<file path="config.mk">
export PLATFORM = sky130hd
export DESIGN_NAME = entrada_switches_handshake
export DESIGN_NICKNAME = d
export VERILOG_FILES = /design/src/rtl/entrada_switches_handshake.sv
export SDC_FILE = /design/constraint.sdc
export NUM_CORES = 1
export LEC_CHECK = 0
export CAP_MARGIN = 20
export CORE_UTILIZATION = 25
export CTS_BUF_LIST = sky130_fd_sc_hd__clkbuf_16
export DETAILED_ROUTE_END_ITERATION = 8
export SKIP_LAST_GASP = 1
export SLEW_MARGIN = 15
export SYNTH_ARGS = -nofsm -noshare
export SYNTH_HDL_FRONTEND = slang
export SYNTH_SLANG_ARGS = --single-unit
</file>
<file path="constraint.sdc">
create_clock -name CLK -period 4.36 [get_ports CLK]
set_input_delay 0.872 -clock CLK [delete_from_list [all_inputs] [get_ports CLK]]
set_output_delay 0.872 -clock CLK [all_outputs]
set_load 0.05 [all_outputs]
</file>
<file path="src/rtl/entrada_switches_handshake.sv">
// Confirm-button debouncer plus switch-capture handshake that feeds the input instruction path.
// A released->pressed->released gesture while req_entrada is high yields one dado_valido pulse.

module entrada_debounce #(
    parameter int DEBOUNCE_CYCLES = 50000
) (
    input  logic CLK,
    input  logic reset,
    input  logic raw,
    output logic level,
    output logic press_evt
);
    localparam int CNT_W = $clog2(DEBOUNCE_CYCLES);
    localparam logic [CNT_W-1:0] CNT_TERM = CNT_W'(DEBOUNCE_CYCLES - 1);

    logic [1:0]       sync_q;
    logic [CNT_W-1:0] cnt;

    // Released (1) is the idle level for the synchronizer and the filtered output.
    always_ff @(posedge CLK or negedge reset) begin
        if (!reset) begin
            sync_q    <= 2'b11;
            level     <= 1'b1;
            cnt       <= '0;
            press_evt <= 1'b0;
        end else begin
            sync_q    <= {sync_q[0], raw};
            press_evt <= 1'b0;
            if (sync_q[1] == level) begin
                cnt <= '0;
            end else if (cnt == CNT_TERM) begin
                level     <= sync_q[1];
                cnt       <= '0;
                press_evt <= ~sync_q[1];
            end else begin
                cnt <= cnt + 1'b1;
            end
        end
    end
endmodule

module entrada_switches_handshake #(
    parameter int DEBOUNCE_CYCLES = 50000,
    parameter int SW_W            = 16,
    parameter int DATA_W          = 32,
    parameter int SIGN_EXT        = 0
) (
    input  logic              CLK,
    input  logic              reset,
    input  logic [SW_W-1:0]   Switches,
    input  logic              botao_confirma,
    input  logic              req_entrada,
    output logic [DATA_W-1:0] dado_entrada,
    output logic              dado_valido,
    output logic              aguardando
);
    typedef enum logic [2:0] {
        OCIOSO,
        ESPERA_PRESS,
        ESPERA_SOLTA,
        ENTREGA,
        ESPERA_BAIXA
    } estado_t;

    estado_t           estado;
    logic              btn_solto;
    logic              press_evt;
    logic [SW_W-1:0]   captura;
    logic [DATA_W-1:0] captura_ext;

    entrada_debounce #(
        .DEBOUNCE_CYCLES(DEBOUNCE_CYCLES)
    ) u_debounce (
        .CLK      (CLK),
        .reset    (reset),
        .raw      (botao_confirma),
        .level    (btn_solto),
        .press_evt(press_evt)
    );

    always_comb begin
        captura_ext             = '0;
        captura_ext[SW_W-1:0]   = captura;
        for (int i = SW_W; i < DATA_W; i++) begin
            captura_ext[i] = (SIGN_EXT != 0) ? captura[SW_W-1] : 1'b0;
        end
    end

    // aguardando is updated alongside every state change so it stays a clean registered level.
    always_ff @(posedge CLK or negedge reset) begin
        if (!reset) begin
            estado       <= OCIOSO;
            captura      <= '0;
            dado_entrada <= '0;
            dado_valido  <= 1'b0;
            aguardando   <= 1'b0;
        end else begin
            dado_valido <= 1'b0;
            case (estado)
                OCIOSO: begin
                    // A press already held when the request arrives must be released first.
                    if (req_entrada && btn_solto) begin
                        estado     <= ESPERA_PRESS;
                        aguardando <= 1'b1;
                    end
                end
                ESPERA_PRESS: begin
                    if (!req_entrada) begin
                        estado     <= OCIOSO;
                        aguardando <= 1'b0;
                    end else if (press_evt) begin
                        captura <= Switches;
                        estado  <= ESPERA_SOLTA;
                    end
                end
                ESPERA_SOLTA: begin
                    if (!req_entrada) begin
                        estado     <= OCIOSO;
                        aguardando <= 1'b0;
                    end else if (btn_solto) begin
                        estado     <= ENTREGA;
                        aguardando <= 1'b0;
                    end
                end
                ENTREGA: begin
                    dado_entrada <= captura_ext;
                    dado_valido  <= 1'b1;
                    estado       <= ESPERA_BAIXA;
                end
                ESPERA_BAIXA: begin
                    if (!req_entrada) estado <= OCIOSO;
                end
                default: begin
                    estado     <= OCIOSO;
                    aguardando <= 1'b0;
                end
            endcase
        end
    end
endmodule

</file>
==> flow_summary.yaml, run 1 <==
run_status:
  outcome: "finished clean"
critical_path:
  cpMaxStageDelayCell: "clkdlybuf4s50_1"
  crit_family: "buffers and inverters"
  critPathLaunch: "aguardando$_DFFE_PN0P_"
  r2r-start: "u_debounce.cnt[0]$_DFF_PN0_"
  path_depth: 1
  arrival_ps: 1530
  path_buf_inv: 1
  r2r-end: "u_debounce.cnt[13]$_DFF_PN0_"
  worstPathRequired_ps: 3490
  r2r_slack_ps: 2640
  path_max_fanout: 3
  critPathCapture: "aguardando"
  rr_worst_depth: 5
  worstSetupPathType: "flop to output pin"
  worstSetupStartpointType: "flop"
  cpPeakStageDelay_ps: 840
  critPathCaptureType: "output pin"
  crit_chain: "clkdlybuf4s50_1"
pwr:
  switchingPower_mw: 0.280
  clockPowerShare: 0.525
  power_density_mw_per_mm2: 388
  seq_power_share: 0.424
  power.internal_mw: 0.986
  fin_total_pwr_mw: 1.27
  peakVddDrop_uv: 192
  p_leak_nw: 1.53
  p_comb_frac: 0.052
  switching_share: 0.221
final_layout:
  fin_area_sq_mm: 0.00326
  drive_gt1_frac: 0.243
  fin_util: 0.334
  areaGrowthSynthToFinish_pct: 29.3
  final_net_count: 259
  diodes: 0
sta:
  fmax_ghz: 0.416
  setup_viol: 0
  fin_setup_tns_ps: 0
  tightest_slew_ps: 687
  holdWs_ps: 335
  skew_ps: 6.44
  final_hold_viol_count: 0
  fin_crit_sh: 0.552
  finalMaxSlewViolations: 0
  rsz0062_at_grt: "false"
  post-route-min-period_ps: 2410
  relSlewSlack: 0.542
placement:
  dpl_cell_area_sq_mm: 0.00297
  globalplace.congestion: 0.733
  dpl.hpwl_um: 2740
  portBuffers: 37
global_route:
  grt_pass1_vias: 1408
  grt_pass1_wl_um: 6900
  grt_max_degree: 56
  antenna_found_initial: 0
  grtUsageTotal: 0.0893
  grt-ovfl-total: 0
worst_hold_path:
  hold_path.class: "primary input to asynchronous set/reset pin"
cts:
  cts_tree: "yes"
  insertion_delay_ps: 320
  cts-root-buf: "clkbuf_16"
  clockBufferDepth: 2
  htreeDepth: 3
  cts_hold_buf: 0
  cts_resized: 0
  cts.sinks: 57
  cts_made_buffers: 9
  cts.reportedPaths.clkPinSlew_ps: 50
  postCtsSetupRepairBufs: 0
synth:
  ys_ff_latch: 57
  post_synth.cell_area_avg_sq_um: 13.1
  yosysMostFrequentCell: "dfrtp_1"
  synth_area_sq_mm: 0.00252
  async_flop_share: 1.00
  synth_top_area_frac: 0.536
  synthFlopType: "dfrtp_1"
  syn_inst: 193
  ys_seq_area_frac: 0.567
  synth_edf_count: 0
  synth_largest_area_cell: "dfrtp_1"
  synth_common_cells: "dfrtp_1 (54), mux2_2 (23), nor2_1 (19), buf_4 (17), xnor2_1 (12)"
  ys_types: 34
  synth.top_cells.by_area: "dfrtp_1 (54%), mux2_2 (10%), mux2_4 (6.0%), buf_4 (5.1%), xnor2_1 (4.2%)"
  yosys_warnings: 0
floorplan:
  fp.dieW_um: 102
  die_h_um: 102
  core_sq_mm: 0.00977
  rows: 36
  start_util: 0.258
  die_area_sq_mm: 0.0105
  ios: 54
routing:
  via_count: 1491
  drt-pass1-iter-count: 4
  ant_nets: 0
  routed_wl_um: 4140
  remaining_drc_errors: 0
  vias_per_cell: 3.97
  wl_per_cell_um: 11.0
  drt_iter0_markers: 79
flow_run:
  drv_cap: 0
## layout make-up
type / count / area, sq um
clock buffer: 9 / 225
clock inverter: 7 / 62.6
fill: 975 / 6510
inverter: 4 / 15.0
multi-input combinational: 128 / 988
sequential: 57 / 1430
tap: 133 / 166
timing repair buffer: 38 / 373
## through the flow
stage / worst slack, ps / std cells
after floorplan: 2750 / 208
after global placement: 1990 / 360
after detailed placement: 1950 / 360
after CTS: 1930 / 376
after global routing: 1900 / 376
final: 1950 / 376
## state kept, by name (all words and copies together) (netlist names)
name,cells
estado,3
u_debounce.sync_q,2
dado_valido,1
u_debounce.level,1
u_debounce.press_evt,1
u_debounce.cnt,16
aguardando,1
captura,16
dado_entrada,16
## power by group through the flow
stage / clock (mW) / combinational (mW) / sequential [mW]
final: 0.665 / 0.0654 / 0.537
after global placement: 0 / 0.0662 / 0.545
after CTS: 0.682 / 0.0666 / 0.536
after global routing: 0.706 / 0.0723 / 0.537
after floorplan: 0 / 0.0481 / 0.545
after detailed placement: 0 / 0.0667 / 0.545
## worst min-delay path by stage
stage | from | to | slack (ps) | cells past startpoint
floorplan | u_debounce.sync_q[0]$_DFF_PN1_ | u_debounce.sync_q[1]$_DFF_PN1_ | 350 | 0
global placement | u_debounce.sync_q[0]$_DFF_PN1_ | u_debounce.sync_q[1]$_DFF_PN1_ | 350 | 0
detailed placement | u_debounce.sync_q[0]$_DFF_PN1_ | u_debounce.sync_q[1]$_DFF_PN1_ | 350 | 0
CTS | reset | aguardando$_DFFE_PN0P_ | 320 | 1
global route | reset | aguardando$_DFFE_PN0P_ | 330 | 1
finish | reset | aguardando$_DFFE_PN0P_ | 340 | 1
## cells by family (layout without fill, tap and decap cells)
family / count (synthesis) / count (layout) / synth area share
other cells: 1 / 16 / 0.00149
compound gates: 6 / 6 / 0.0134
mux: 33 / 33 / 0.162
flops: 57 / 57 / 0.567
simple gates: 57 / 57 / 0.135
fa+ha+maj: 1 / 1 / 0.00496
buf+inv: 23 / 58 / 0.0630
xor+xnor: 15 / 15 / 0.0521
## routing by layer
metal,GRT usage,vias to the layer above,part of all wire
met5,0,-,0
met4,0.0527,0,0.021
met3,0.0451,9,0.063
met2,0.120,49,0.43
met1,0.114,712,0.49
li1,-,721,-
## cell usage in the layout (no fill, tap or decap)
cell type	netlist	final
and4bb_2	1	1
conb_1	1	16
nand4_2	1	1
a21oi_1	3	3
xnor2_1	12	12
clkbuf_16	0	9
nor3_1	4	4
mux2_4	10	10
nand3_2	1	1
xor2_1	3	3
clkdlybuf4s50_1	0	36
and3_1	2	2
nand2_4	1	1
nor2_1	19	19
nand3_1	5	5
buf_2	1	1
clkinv_2	0	2
clkinv_1	0	1
bufinv_16	0	1
dfrtp_1	54	54
nand2_1	4	4
dfstp_2	3	3
clkinvlp_4	0	2
o21ai_0	2	2
mux2_2	23	23
a22o_1	1	1
nor4_1	4	4
nand4b_4	1	1
buf_4	17	1
nand3b_1	1	1
nor4bb_1	1	1
or3b_2	1	1
inv_1	4	5
nand4_1	3	3
nand2b_1	5	5
nor3b_1	1	1
and2b_4	1	1
ha_1	1	1
nor4b_1	1	1
No activity file was read; power rests on OpenSTA's default activity.
==> inputs of run 2 (changes only) <==
==> constraint.sdc (replaced) <==
create_clock -name CLK -period 2.5 [get_ports CLK]
set_input_delay 0.5 -clock CLK [delete_from_list [all_inputs] [get_ports CLK]]
set_output_delay 0.5 -clock CLK [all_outputs]
set_load 0.05 [all_outputs]
==> run 2 against run 1 <==
Non-clock buffer count unchanged. First-iteration DRC count decreased by 1.3%. Clock skew increased by 0.75 ps. Sequential power increased by 74%. Cell count unchanged. Setup slack got worse by 1500 ps. Register-to-register slack got worse by 1900 ps. Die area unchanged. Sequential share of layout area decreased by 0.067 points. Flip-flop and latch count unchanged. Largest cell class unchanged. Highest routed layer unchanged.
==> flow_summary.yaml, run 2 (synthesis results as in run 1) <==
global_route:
  antenna_found_initial: 0
  grt_pass1_wl_um: 7560
  grt_max_degree: 33
  grt_pass1_vias: 1570
  grt-ovfl-total: 0
  grtUsageTotal: 0.0957
sta:
  fin_setup_tns_ps: 0
  finalMaxSlewViolations: 0
  fmax_ghz: 0.497
  setup_viol: 0
  post-route-min-period_ps: 2010
  rsz0062_at_grt: "false"
  final_hold_viol_count: 0
  tightest_slew_ps: 631
  relSlewSlack: 0.580
  holdWs_ps: 203
  fin_crit_sh: 0.806
  skew_ps: 7.19
critical_path:
  r2r-end: "u_debounce.cnt[14]$_DFF_PN0_"
  crit_family: "buffers and inverters"
  crit_chain: "clkdlybuf4s50_1"
  arrival_ps: 1510
  path_max_fanout: 3
  r2r-start: "u_debounce.cnt[0]$_DFF_PN0_"
  rr_worst_depth: 5
  worstSetupPathType: "flop to output pin"
  worstPathRequired_ps: 2000
  r2r_slack_ps: 760
  critPathCaptureType: "output pin"
  cpMaxStageDelayCell: "clkdlybuf4s50_1"
  worstSetupStartpointType: "flop"
  cpPeakStageDelay_ps: 830
  path_buf_inv: 1
routing:
  routed_wl_um: 4370
  met2_length_um: 2060
  wl_met1_um: 1990
  topRoutingLayerUsed: "met4"
  wl_met3_um: 241
  wl_per_cell_um: 11.6
  drt-pass1-iter-count: 4
  remaining_drc_errors: 0
  vias_per_cell: 4.08
  via_count: 1534
  ant_nets: 0
  drt_iter0_markers: 78
cts:
  cts_made_buffers: 9
  insertion_delay_ps: 320
  cts.reportedPaths.clkPinSlew_ps: 50
  postCtsSetupRepairBufs: 0
  cts_resized: 0
  cts_hold_buf: 0
  htreeDepth: 3
  cts.sinks: 57
  cts_tree: "yes"
  clockBufferDepth: 2
  cts-root-buf: "clkbuf_16"
floorplan:
  die_area_sq_mm: 0.0105
  core_sq_mm: 0.00977
  rows: 36
  fp.dieW_um: 102
  start_util: 0.258
  die_h_um: 102
  ios: 54
final_layout:
  drive_gt1_frac: 0.235
  nFillCells: 977
  diodes: 0
  multi_input_area_sq_um: 988
  seq_area_sq_mm: 0.00143
  final_common_cell: "dfrtp_1"
  final_net_count: 259
  areaGrowthSynthToFinish_pct: 29.5
  fin_util: 0.334
  layout_common_cells: "dfrtp_1 (54), clkdlybuf4s50_1 (36), mux2_2 (23), nor2_1 (19), conb_1 (16)"
  top_regs: "captura x16, dado_entrada x16, u_debounce.cnt x16"
worst_hold_path:
  hold_path.class: "primary input to asynchronous set/reset pin"
pwr:
  peakVddDrop_uv: 373
  power_density_mw_per_mm2: 670
  p_leak_nw: 1.54
placement:
  globalplace.congestion: 0.735
  portBuffers: 37
  dpl.hpwl_um: 3000
run_status:
  outcome: "finished clean"
flow_run:
  drv_cap: 0
run 2: worst max-delay path by stage:
stage	start	to	slack (ps)	depth (start not counted)
floorplan	u_debounce.cnt[0]$_DFF_PN0_	u_debounce.cnt[12]$_DFF_PN0_	1080	6
global placement	req_entrada	captura[13]$_DFFE_PN0P_	510	3
detailed placement	req_entrada	captura[7]$_DFFE_PN0P_	490	3
CTS	aguardando$_DFFE_PN0P_	aguardando	450	1
global route	aguardando$_DFFE_PN0P_	aguardando	420	1
finish	aguardando$_DFFE_PN0P_	aguardando	490	1
run 2: worst register-to-register path: stages, from the launching register on:
cell and delay, ps:
dfrtp_1 380, ha_1 220, and3_1 230, nand4_1 200, nand2_1 450, nor2_1 110
run 2: per-layer routing:
metal | up-vias | track usage
met5 | - | 0
met3 | 10 | 0.0274
met1 | 752 | 0.116
met4 | 0 | 0.0560
met2 | 48 | 0.151
li1 | 724 | -
run 2: final cells by class:
type / count / share of cell area
inverters: 4 / 0.00460
repair buffers: 38 / 0.118
multi-input cells: 128 / 0.303
clock inverters: 7 / 0.0169
clock buffers: 9 / 0.0690
flip-flops and latches: 57 / 0.438
well taps: 133 / 0.0510
run 2: power by group:
group | leakage, nW | switching, mW | internal, mW | total [mW]
clock network | 0.147 | 0.384 | 0.750 | 1.13
registers | 0.778 | 0.00487 | 0.932 | 0.936
logic | 0.614 | 0.0834 | 0.0338 | 0.117
total | 1.54 | 0.472 | 1.72 | 2.19
run 2: through the flow:
step                instances  total power [mW]  area [sq um]  worst slack (ps)
floorplan                 208              1.03          2580              1080
CTS                       376              2.21          3270               453
global route              376              2.27          3270               416
detailed placement        360              1.07          2990               491
global placement          360              1.07          2990               515
finish                    376              2.19          3270               486
==> inputs of run 3 (changes only) <==
==> constraint.sdc (replaced) <==
create_clock -name CLK -period 2 [get_ports CLK]
set_input_delay 0.4 -clock CLK [delete_from_list [all_inputs] [get_ports CLK]]
set_output_delay 0.4 -clock CLK [all_outputs]
set_load 0.05 [all_outputs]
==> run 3 against run 2 <==
Die area stayed put. Non-clock buffer count rose by 2. Setup slack worse by 380 ps. Cell area increased by 0.57%. Critical path depth stayed put. Sequential share of layout area decreased by 0.25 points. Via count decreased by 0.26%. Power increased by 25%. Register-to-register slack worse by 510 ps. Global-route usage barely moved. Flip-flop and latch count did not move.
==> flow_summary.yaml, run 3 (synthesis results as in run 1) <==
sta:
  finalMaxSlewViolations: 0
  rsz0062_at_grt: "false"
  relSlewSlack: 0.657
  fin_setup_tns_ps: 0
  tightest_slew_ps: 513
  fin_crit_sh: 0.949
  fmax_ghz: 0.527
  skew_ps: 4.77
  setup_viol: 0
  post-route-min-period_ps: 1900
  final_hold_viol_count: 0
routing:
  ant_nets: 0
  wl_per_cell_um: 11.1
  drt-pass1-iter-count: 4
  drt_iter0_markers: 66
  remaining_drc_errors: 0
  vias_per_cell: 4.05
  via_count: 1530
  routed_wl_um: 4190
global_route:
  grtUsageTotal: 0.0952
  grt_pass1_wl_um: 7450
  antenna_found_initial: 0
  grt-ovfl-total: 0
  grt_pass1_vias: 1560
  grt_max_degree: 28
cts:
  cts.sinks: 57
  htreeDepth: 3
  insertion_delay_ps: 320
  cts_hold_buf: 0
  clockBufferDepth: 2
  cts_tree: "yes"
  postCtsSetupRepairBufs: 0
  cts.reportedPaths.clkPinSlew_ps: 50
  cts_made_buffers: 9
  cts_resized: 0
  cts-root-buf: "clkbuf_16"
floorplan:
  fp.dieW_um: 102
  die_area_sq_mm: 0.0105
  rows: 36
  core_sq_mm: 0.00977
  start_util: 0.258
  die_h_um: 102
  ios: 54
final_layout:
  final_net_count: 261
  final_common_cell: "dfrtp_1"
  areaGrowthSynthToFinish_pct: 30.3
  top_regs: "captura x16, dado_entrada x16, u_debounce.cnt x16"
  multi_input_area_sq_um: 988
  diodes: 0
  seq_area_sq_mm: 0.00143
  layout_common_cells: "dfrtp_1 (54), clkdlybuf4s50_1 (35), mux2_2 (23), nor2_1 (19), conb_1 (16)"
  nFillCells: 991
  fin_util: 0.336
  drive_gt1_frac: 0.249
critical_path:
  path_buf_inv: 1
  worstPathRequired_ps: 1600
  critPathCaptureType: "output pin"
  cpPeakStageDelay_ps: 810
  cpMaxStageDelayCell: "clkdlybuf4s50_1"
  path_max_fanout: 2
  crit_family: "buffers and inverters"
  crit_chain: "clkdlybuf4s50_1"
  arrival_ps: 1500
  worstSetupPathType: "flop to output pin"
  worstSetupStartpointType: "flop"
pwr:
  fin_total_pwr_mw: 2.74
  power_density_mw_per_mm2: 836
  peakVddDrop_uv: 380
  p_leak_nw: 1.54
placement:
  dpl.hpwl_um: 2900
  globalplace.congestion: 0.708
  portBuffers: 37
flow_run:
  drv_cap: 0
worst_hold_path:
  hold_path.class: "primary input to asynchronous set/reset pin"
run_status:
  outcome: "finished clean"
-- run 3: cell count changes in the layout (fill, tap and decap cells not counted), sizes merged --
cell,delta
inv,-2
buf,+3
clkdlybuf4s50,-1
clkinvlp,+2
-- run 3: final cells by class --
type	count	area share
Timing Repair Buffer	40	0.121
Inverter	4	0.00457
Clock inverter	7	0.0187
Tap cell	133	0.0507
Clock buffer	9	0.0686
Sequential cell	57	0.435
Multi-Input combinational cell	128	0.301
-- run 3: stage by stage --
| step | worst slack, ps | instances | hold WS, ps | cell area (sq um) |
|---|---|---|---|---|
| 2_1_floorplan | 582 | 208 | 104 | 2580 |
| 3_3_place_gp | 199 | 362 | 347 | 3000 |
| 3_5_place_dp | 184 | 362 | 347 | 3000 |
| 4_1_cts | 85.1 | 378 | 64.9 | 3280 |
| 5_1_grt | 44.1 | 378 | 84.7 | 3280 |
| 6_report | 103 | 378 | 51.6 | 3280 |
-- run 3: power breakdown --
group	internal (mW)	total [mW]	switching (mW)
clock network	0.945	1.43	0.483
registers	1.16	1.17	0.00583
logic	0.0434	0.147	0.104
total	2.15	2.74	0.593
-- run 3: layer usage --
| metal | wire length, um | track usage |
|---|---|---|
| met1 | 1910 | 0.112 |
| met2 | 1970 | 0.150 |
| met3 | 220 | 0.0308 |
| met4 | 82 | 0.0593 |
| met5 | 0 | 0 |
-- run 3: path summary, 6_finish.rpt --
check / startpoint / endpoint / slack, ps / depth (start not counted)
max: dado_entrada[10]$_DFFE_PN0P_ / dado_entrada[10] / 100 / 1
min: reset / aguardando$_DFFE_PN0P_ / 50 / 1
max reg2reg: u_debounce.cnt[0]$_DFF_PN0_ / u_debounce.cnt[11]$_DFF_PN0_ / 250 / 5
min reg2reg: u_debounce.sync_q[0]$_DFF_PN1_ / u_debounce.sync_q[1]$_DFF_PN1_ / 350 / 0
max in group asynchronous: reset / captura[8]$_DFFE_PN0P_ / 1410 / 2
min in group CLK: u_debounce.sync_q[0]$_DFF_PN1_ / u_debounce.sync_q[1]$_DFF_PN1_ / 350 / 0
